==> config.mk <==
export PLATFORM = sky130hd
export DESIGN_NAME = pc_sequencer_flat
export DESIGN_NICKNAME = d
export VERILOG_FILES = /design/src/rtl/pc_sequencer_if.sv /design/src/rtl/pc_sequencer.sv /design/src/flat_wrapper.sv
export SDC_FILE = /design/constraint.sdc
export NUM_CORES = 1
export LEC_CHECK = 0
export ABC_AREA = 1
export BUFFER_PORTS_ARGS = -buffer_cell sky130_fd_sc_hd__buf_2
export CAP_MARGIN = 25
export CORE_ASPECT_RATIO = 1.75
export CORE_MARGIN = 8
export CORE_UTILIZATION = 41
export CTS_BUF_LIST = sky130_fd_sc_hd__clkbuf_4
export DETAILED_ROUTE_END_ITERATION = 12
export MAX_ROUTING_LAYER = met4
export SETUP_SLACK_MARGIN = 0.4
export SLEW_MARGIN = 20
export SYNTH_ARGS = -nofsm -noshare
export SYNTH_HDL_FRONTEND = slang
export SYNTH_SLANG_ARGS = --single-unit
==> constraint.sdc <==
create_clock -name clock -period 1.9 [get_ports clock]
set_clock_uncertainty 0.2 [all_clocks]
set_input_delay 0.38 -clock clock [delete_from_list [all_inputs] [get_ports clock]]
set_output_delay 0.38 -clock clock [all_outputs]
set_load 0.01 [all_outputs]
==> src/rtl/pc_sequencer_if.sv <==
// Decode-to-sequencer bus for pc_sequencer. The wrap signal exists only when
// PC_WRAP_DETECT_EN is defined.
interface pc_sequencer_if #(
  parameter int ADDRESS_WIDTH = 8,
  parameter int STACK_DEPTH   = 4
);
  localparam int LW = $clog2(STACK_DEPTH + 1);

  logic                     enable;
  logic [2:0]               op;
  logic [ADDRESS_WIDTH-1:0] target;
  logic [ADDRESS_WIDTH-1:0] offset;
  logic [ADDRESS_WIDTH-1:0] pc;
  logic [LW-1:0]            stack_level;
  logic                     stack_full;
  logic                     stack_empty;
  logic                     fault;
`ifdef PC_WRAP_DETECT_EN
  logic                     wrap;

  modport master (output enable, op, target, offset,
                  input  pc, stack_level, stack_full, stack_empty, fault, wrap);
  modport slave  (input  enable, op, target, offset,
                  output pc, stack_level, stack_full, stack_empty, fault, wrap);
`else
  modport master (output enable, op, target, offset,
                  input  pc, stack_level, stack_full, stack_empty, fault);
  modport slave  (input  enable, op, target, offset,
                  output pc, stack_level, stack_full, stack_empty, fault);
`endif
endinterface

==> src/rtl/pc_sequencer.sv <==
// Program-counter sequencer: inc / jump / relative branch / call-return with a
// return-address stack. Optional wrap pulse under PC_WRAP_DETECT_EN.
module pc_sequencer #(
  parameter int                       ADDRESS_WIDTH = 8,
  parameter int                       STACK_DEPTH   = 4,
  parameter logic [ADDRESS_WIDTH-1:0] RESET_VECTOR  = '0
) (
  input logic            clock,
  input logic            reset,
  pc_sequencer_if.slave  bus
);
  localparam int AW = ADDRESS_WIDTH;
  localparam int LW = $clog2(STACK_DEPTH + 1);

  localparam logic [2:0] OP_INC    = 3'b001;
  localparam logic [2:0] OP_JUMP   = 3'b010;
  localparam logic [2:0] OP_BRANCH = 3'b011;
  localparam logic [2:0] OP_CALL   = 3'b100;
  localparam logic [2:0] OP_RET    = 3'b101;

  logic [AW-1:0] pc_q;
  logic [AW-1:0] stack_q [STACK_DEPTH];
  logic [LW-1:0] level_q;
  logic          fault_q;
  logic [AW-1:0] pc_inc, top;
  logic [AW:0]   br_sum;
  logic          full, empty;

  always_comb begin
    pc_inc = pc_q + 1'b1;
    br_sum = {1'b0, pc_q} + {1'b0, bus.offset};
    full   = (level_q == LW'(STACK_DEPTH));
    empty  = (level_q == '0);
    top    = '0;
    for (int i = 0; i < STACK_DEPTH; i++)
      if (level_q == LW'(i + 1)) top = stack_q[i];
  end

`ifdef PC_WRAP_DETECT_EN
  logic wrap_q;
  // Carry out of the unsigned add disagrees with the offset sign exactly when
  // the signed result leaves [0, 2^AW): overflow forward or underflow backward.
  always_ff @(posedge clock or posedge reset)
    if (reset)
      wrap_q <= 1'b0;
    else if (bus.enable && bus.op == OP_INC)
      wrap_q <= &pc_q;
    else if (bus.enable && bus.op == OP_BRANCH)
      wrap_q <= br_sum[AW] ^ bus.offset[AW-1];
    else
      wrap_q <= 1'b0;
  assign bus.wrap = wrap_q;
`endif

  always_ff @(posedge clock or posedge reset) begin
    if (reset) begin
      pc_q    <= RESET_VECTOR;
      level_q <= '0;
      fault_q <= 1'b0;
      for (int i = 0; i < STACK_DEPTH; i++) stack_q[i] <= '0;
    end else if (bus.enable) begin
      case (bus.op)
        OP_INC:    pc_q <= pc_inc;
        OP_JUMP:   pc_q <= bus.target;
        OP_BRANCH: pc_q <= br_sum[AW-1:0];
        OP_CALL:
          if (full) fault_q <= 1'b1;
          else begin
            for (int i = 0; i < STACK_DEPTH; i++)
              if (level_q == LW'(i)) stack_q[i] <= pc_inc;
            level_q <= level_q + LW'(1);
            pc_q    <= bus.target;
          end
        OP_RET:
          if (empty) fault_q <= 1'b1;
          else begin
            pc_q    <= top;
            level_q <= level_q - LW'(1);
          end
        default: ;
      endcase
    end
  end

  assign bus.pc          = pc_q;
  assign bus.stack_level = level_q;
  assign bus.stack_full  = full;
  assign bus.stack_empty = empty;
  assign bus.fault       = fault_q;
endmodule

==> src/flat_wrapper.sv <==
// flat-port wrapper written by rule: the top's interface ports become plain ports
module pc_sequencer_flat 
#(
  parameter int                       ADDRESS_WIDTH = 8,
  parameter int                       STACK_DEPTH   = 4,
  parameter logic [ADDRESS_WIDTH-1:0] RESET_VECTOR  = '0
)
  (clock, reset, bus_enable, bus_op, bus_target, bus_offset, bus_pc, bus_stack_level, bus_stack_full, bus_stack_empty, bus_fault);
  pc_sequencer_if #(.ADDRESS_WIDTH(ADDRESS_WIDTH), .STACK_DEPTH(STACK_DEPTH)) bus_i ();
  input logic clock;
  input logic reset;
  input wire logic [$bits(bus_i.enable)-1:0] bus_enable;
  input wire logic [$bits(bus_i.op)-1:0] bus_op;
  input wire logic [$bits(bus_i.target)-1:0] bus_target;
  input wire logic [$bits(bus_i.offset)-1:0] bus_offset;
  output wire logic [$bits(bus_i.pc)-1:0] bus_pc;
  output wire logic [$bits(bus_i.stack_level)-1:0] bus_stack_level;
  output wire logic [$bits(bus_i.stack_full)-1:0] bus_stack_full;
  output wire logic [$bits(bus_i.stack_empty)-1:0] bus_stack_empty;
  output wire logic [$bits(bus_i.fault)-1:0] bus_fault;
  assign bus_i.enable = bus_enable;
  assign bus_i.op = bus_op;
  assign bus_i.target = bus_target;
  assign bus_i.offset = bus_offset;
  assign bus_pc = bus_i.pc;
  assign bus_stack_level = bus_i.stack_level;
  assign bus_stack_full = bus_i.stack_full;
  assign bus_stack_empty = bus_i.stack_empty;
  assign bus_fault = bus_i.fault;
  pc_sequencer #(.ADDRESS_WIDTH(ADDRESS_WIDTH), .STACK_DEPTH(STACK_DEPTH), .RESET_VECTOR(RESET_VECTOR)) u_core (.clock(clock), .reset(reset), .bus(bus_i));
endmodule
==> load_flow_metrics.sql <==
INSERT INTO impl_metrics (metric_group, metric, value, unit) VALUES
('global_routing', 'gr-total-overflow', '0', ''),
('setup_path', 'critical_path_peak_fanout', '2', ''),
('clock_tree', 'tritoncts', 'built', ''),
('power', 'p_leak', '2.19', 'nW'),
('clock_tree', 'insertion_delay', '0.36', 'ns'),
('die', 'num_io_pins', '36', ''),
('power', 'p_per_area', '1460', 'nW/um2'),
('setup_path', 'reg2reg_from', 'u_core.bus.stack_level[1]', ''),
('global_routing', 'grt_antenna_before_repair', '1', ''),
('drt', 'routed_wl', '8.94', 'mm'),
('clock_tree', 'clockRootBuffer', 'sky130_fd_sc_hd__clkbuf_4', ''),
('sta', 'worst_slack', '-0.0317', 'ns'),
('die', 'dieArea', '10200', 'um2'),
('logic_synthesis', 'synth_area_leaders', 'sky130_fd_sc_hd__dfrtp_1, sky130_fd_sc_hd__nand2_1, sky130_fd_sc_hd__inv_1', ''),
('power', 'irDropWorstVdd', '0.793', 'mV'),
('setup_path', 'end_kind', 'output port', ''),
('drt', 'post_drt_wl_per_cell', '14.7', 'um'),
('place', 'finalWeightedCongestion', '0.911', ''),
('die', 'die_y', '128', 'um'),
('die', 'start_util', '0.423', ''),
('setup_path', 'critPathLaunch', 'u_core.bus.stack_level[1]', ''),
('final_layout', 'area_delta_synth_final', '49.4', '%'),
('global_routing', 'grt_pass1_wl', '14.6', 'mm'),
('status', 'violated_checks', 'setup timing', ''),
('drt', 'drt_drc_violations_left', '0', ''),
('setup_path', 'cp.arrival', '1.35', 'ns'),
('hold_path', 'timing.hold.worst.start', 'bus_target[2]', ''),
('logic_synthesis', 'yosysSeqAreaShare', '0.377', ''),
('setup_path', 'worst_ep_required_time', '1.32', 'ns'),
('logic_synthesis', 'synthesis.area_per_instance', '6.98', 'um2'),
('logic_synthesis', 'synth_common_cells', 'sky130_fd_sc_hd__nand2_1, sky130_fd_sc_hd__inv_1, sky130_fd_sc_hd__dfrtp_1', ''),
('clock_tree', 'clkTransAtPathRegs', '0.14', 'ns'),
('sta', 'setup_viol', '1', ''),
('global_routing', 'grtUsageTotal', '0.185', ''),
('logic_synthesis', 'synth.net_count', '455', ''),
('final_layout', 'post_route_cells_drive_above_1_share', '0.400', ''),
('clock_tree', 'clkSinkCount', '44', ''),
('logic_synthesis', 'synth.lib_cells_used.distinct', '31', ''),
('status', 'status', 'complete, but fails checks', ''),
('logic_synthesis', 'syn_area', '2920', 'um2'),
('logic_synthesis', 'ys_async_sr_fraction', '1.00', ''),
('die', 'placeableCoreArea', '6910', 'um2'),
('drt', 'detailedRoute.firstIterationViolations', '115', ''),
('clock_tree', 'total_cts_buffers', '5', ''),
('logic_synthesis', 'synth_seq_cells', '44', ''),
('flow_run', 'maxCapViolations', '0', ''),
('setup_path', 'criticalPathCategory', 'flip-flop to output port', ''),
('logic_synthesis', 'yosysWarningCount', '0', ''),
('sta', 'timing.final.crit_period', '1.93', 'ns'),
('place', 'detailed_place_hpwl', '6.27', 'mm'),
('hold_path', 'hold_class', 'input port to flip-flop', ''),
('place', 'pre_cts_ws', '-0.0156', 'ns'),
('drt', 'final_antenna_net_count', '0', ''),
('global_routing', 'pin_count_of_the_biggest_net_entering_global_routing', '45', ''),
('sta', 'timing.final.max_slew_violations', '0', ''),
('global_routing', 'number_of_global_route_vias_before_repair', '3067', ''),
('die', 'die_wd', '79.8', 'um'),
('logic_synthesis', 'yosysTopAreaCell', 'sky130_fd_sc_hd__dfrtp_1', ''),
('place', 'placement.io_buffers', '35', ''),
('sta', 'max_slew.worst_pin.slew', '0.394', 'ns'),
('sta', 'rsz0062_at_grt', 'true', ''),
('drt', 'drt-pass1-iter-count', '4', ''),
('sta', 'hold_slack', '0.125', 'ns'),
('sta', 'period_share', '1.02', ''),
('logic_synthesis', 'postSynth.topFlopCell', 'sky130_fd_sc_hd__dfrtp_1', ''),
('logic_synthesis', 'synth_largest_type_area_fraction', '0.377', ''),
('logic_synthesis', 'postSynthCellCount', '418', ''),
('drt', 'via_cell_ratio', '4.96', ''),
('logic_synthesis', 'synth_edf_count', '0', ''),
('die', 'rows', '40', ''),
('clock_tree', 'cts_htree_levels', '2', ''),
('setup_path', 'startpoint_type', 'flip-flop', ''),
('sta', 'timing.max_slew.rel_slack', '0.736', ''),
('clock_tree', 'cts_buffer_depth', '2', ''),
('final_layout', 'final_nets', '559', ''),
('sta', 'hold_violation_count_in_the_final_report', '0', ''),
('drt', 'routed-via-count', '3015', ''),
('logic_synthesis', 'synth.most_common_cell', 'sky130_fd_sc_hd__nand2_1', ''),
('final_layout', 'layout.core_utilization', '0.631', ''),
('sta', 'fmax', '0.518', 'GHz');
[critical path: stages, from the launching register on]
cell and delay (ns):
sky130_fd_sc_hd__dfrtp_2 0.41, sky130_fd_sc_hd__inv_2 0.06, sky130_fd_sc_hd__ha_4 0.18, sky130_fd_sc_hd__nand2_4 0.07, sky130_fd_sc_hd__clkinv_4 0.05, sky130_fd_sc_hd__buf_6 0.11, sky130_fd_sc_hd__buf_6 0.11
[power breakdown]
part	leakage, nW	switching [W]	internal (W)
Combinational	1.63	0.00214	0.00201
Sequential	0.519	0.000248	0.00134
Clock	0.0457	0.000326	0.000291
[state kept, by name (all words and copies together) (netlist names)]
signal                  count
u_core.stack_q             32
u_core.bus.fault            1
u_core.bus.stack_level      3
u_core.bus.pc               8
[final cells by class]
| type | instances | area [um2] |
|---|---|---|
| clock buffer | 6 | 45.0 |
| clock inverter | 2 | 35.0 |
| fill | 616 | 2550 |
| tap | 84 | 105 |
| sequential | 44 | 1110 |
| timing repair buffer | 102 | 917 |
| antenna | 1 | 2.50 |
| multi-input combinational | 301 | 1860 |
| inverter | 67 | 284 |
| timing repair inverter | 1 | 6.26 |
[what timing repair did]
item	in CTS	in global routing
hold buffers	1	0
pin swaps	29	20
hold endpoints to repair	44	0
gates resized for setup	93	35
endpoints found under the setup margin	57	58
gates cloned	1	0
buffers inserted	32	9
[placed cells by master, fill, tap and decap left out, types with 2 or more instances in the layout]
cell type                    instances
sky130_fd_sc_hd__nand2_1           116
sky130_fd_sc_hd__inv_1              47
sky130_fd_sc_hd__dfrtp_1            39
sky130_fd_sc_hd__buf_6              35
sky130_fd_sc_hd__buf_4              35
sky130_fd_sc_hd__nor2_1             26
sky130_fd_sc_hd__o21ai_1            24
sky130_fd_sc_hd__nand3_1            24
sky130_fd_sc_hd__buf_2              24
sky130_fd_sc_hd__nand2_2            16
sky130_fd_sc_hd__inv_2              12
sky130_fd_sc_hd__a21oi_1            12
sky130_fd_sc_hd__o21ai_0             9
sky130_fd_sc_hd__ha_4                8
sky130_fd_sc_hd__nor2_2              7
sky130_fd_sc_hd__o21ai_2             7
sky130_fd_sc_hd__clkbuf_4            6
sky130_fd_sc_hd__nand2_4             5
sky130_fd_sc_hd__or2_2               5
sky130_fd_sc_hd__nand3_2             5
sky130_fd_sc_hd__ha_1                5
sky130_fd_sc_hd__buf_12              5
sky130_fd_sc_hd__dfrtp_2             5
sky130_fd_sc_hd__nor2_4              4
sky130_fd_sc_hd__inv_4               4
sky130_fd_sc_hd__nor3_4              3
sky130_fd_sc_hd__xor2_1              3
sky130_fd_sc_hd__o211ai_1            3
sky130_fd_sc_hd__nand3_4             2
sky130_fd_sc_hd__xor2_2              2
sky130_fd_sc_hd__and2_4              2
sky130_fd_sc_hd__or2_4               2
sky130_fd_sc_hd__clkinv_4            2
sky130_fd_sc_hd__clkinvlp_4          2
sky130_fd_sc_hd__nand3b_1            2
sky130_fd_sc_hd__buf_8               2
[worst paths after layout]
path | endpoint | slack [ns] | cells past startpoint
min in group asynchronous | u_core.stack_q[15] | 0.41 | 4
hold reg to reg | u_core.bus.fault | 0.29 | 1
setup / recovery | bus_stack_full | -0.03 | 6
hold / removal | u_core.bus.pc[2] | 0.12 | 3
max in group asynchronous | u_core.bus.stack_level[2] | 0.85 | 4
setup reg to reg | u_core.bus.pc[5] | 0.02 | 11
[cells by family (layout without fill, tap and decap cells)]
logic type,after synthesis,after routing,synth area share
compound gates,58,58,0.105
xor+xnor,7,7,0.0210
simple gates,221,221,0.332
other cells,0,1,0
flops,44,44,0.377
buf+inv,73,178,0.0977
fa+ha+maj,15,15,0.0669
[through the flow]
step	cell area, um2	total power, W	instances	setup TNS, ns
global placement	3510	0.00437	556	0
CTS	4190	0.00606	598	-0.0259
finish	4360	0.00637	608	-0.0317
floorplan	3040	0.00347	418	0
global route	4360	0.00687	608	-0.749
detailed placement	3510	0.00442	556	-0.0156
[layer usage]
metal | vias to the layer above | wire length [um] | global-route usage
met2 | 59 | 4960 | 0.342
met1 | 1423 | 3500 | 0.190
met4 | 0 | 257 | 0.0776
met3 | 19 | 221 | 0.0162
met5 | - | 0 | -
li1 | 1514 | - | -
Power figures use the tool's default switching activity.
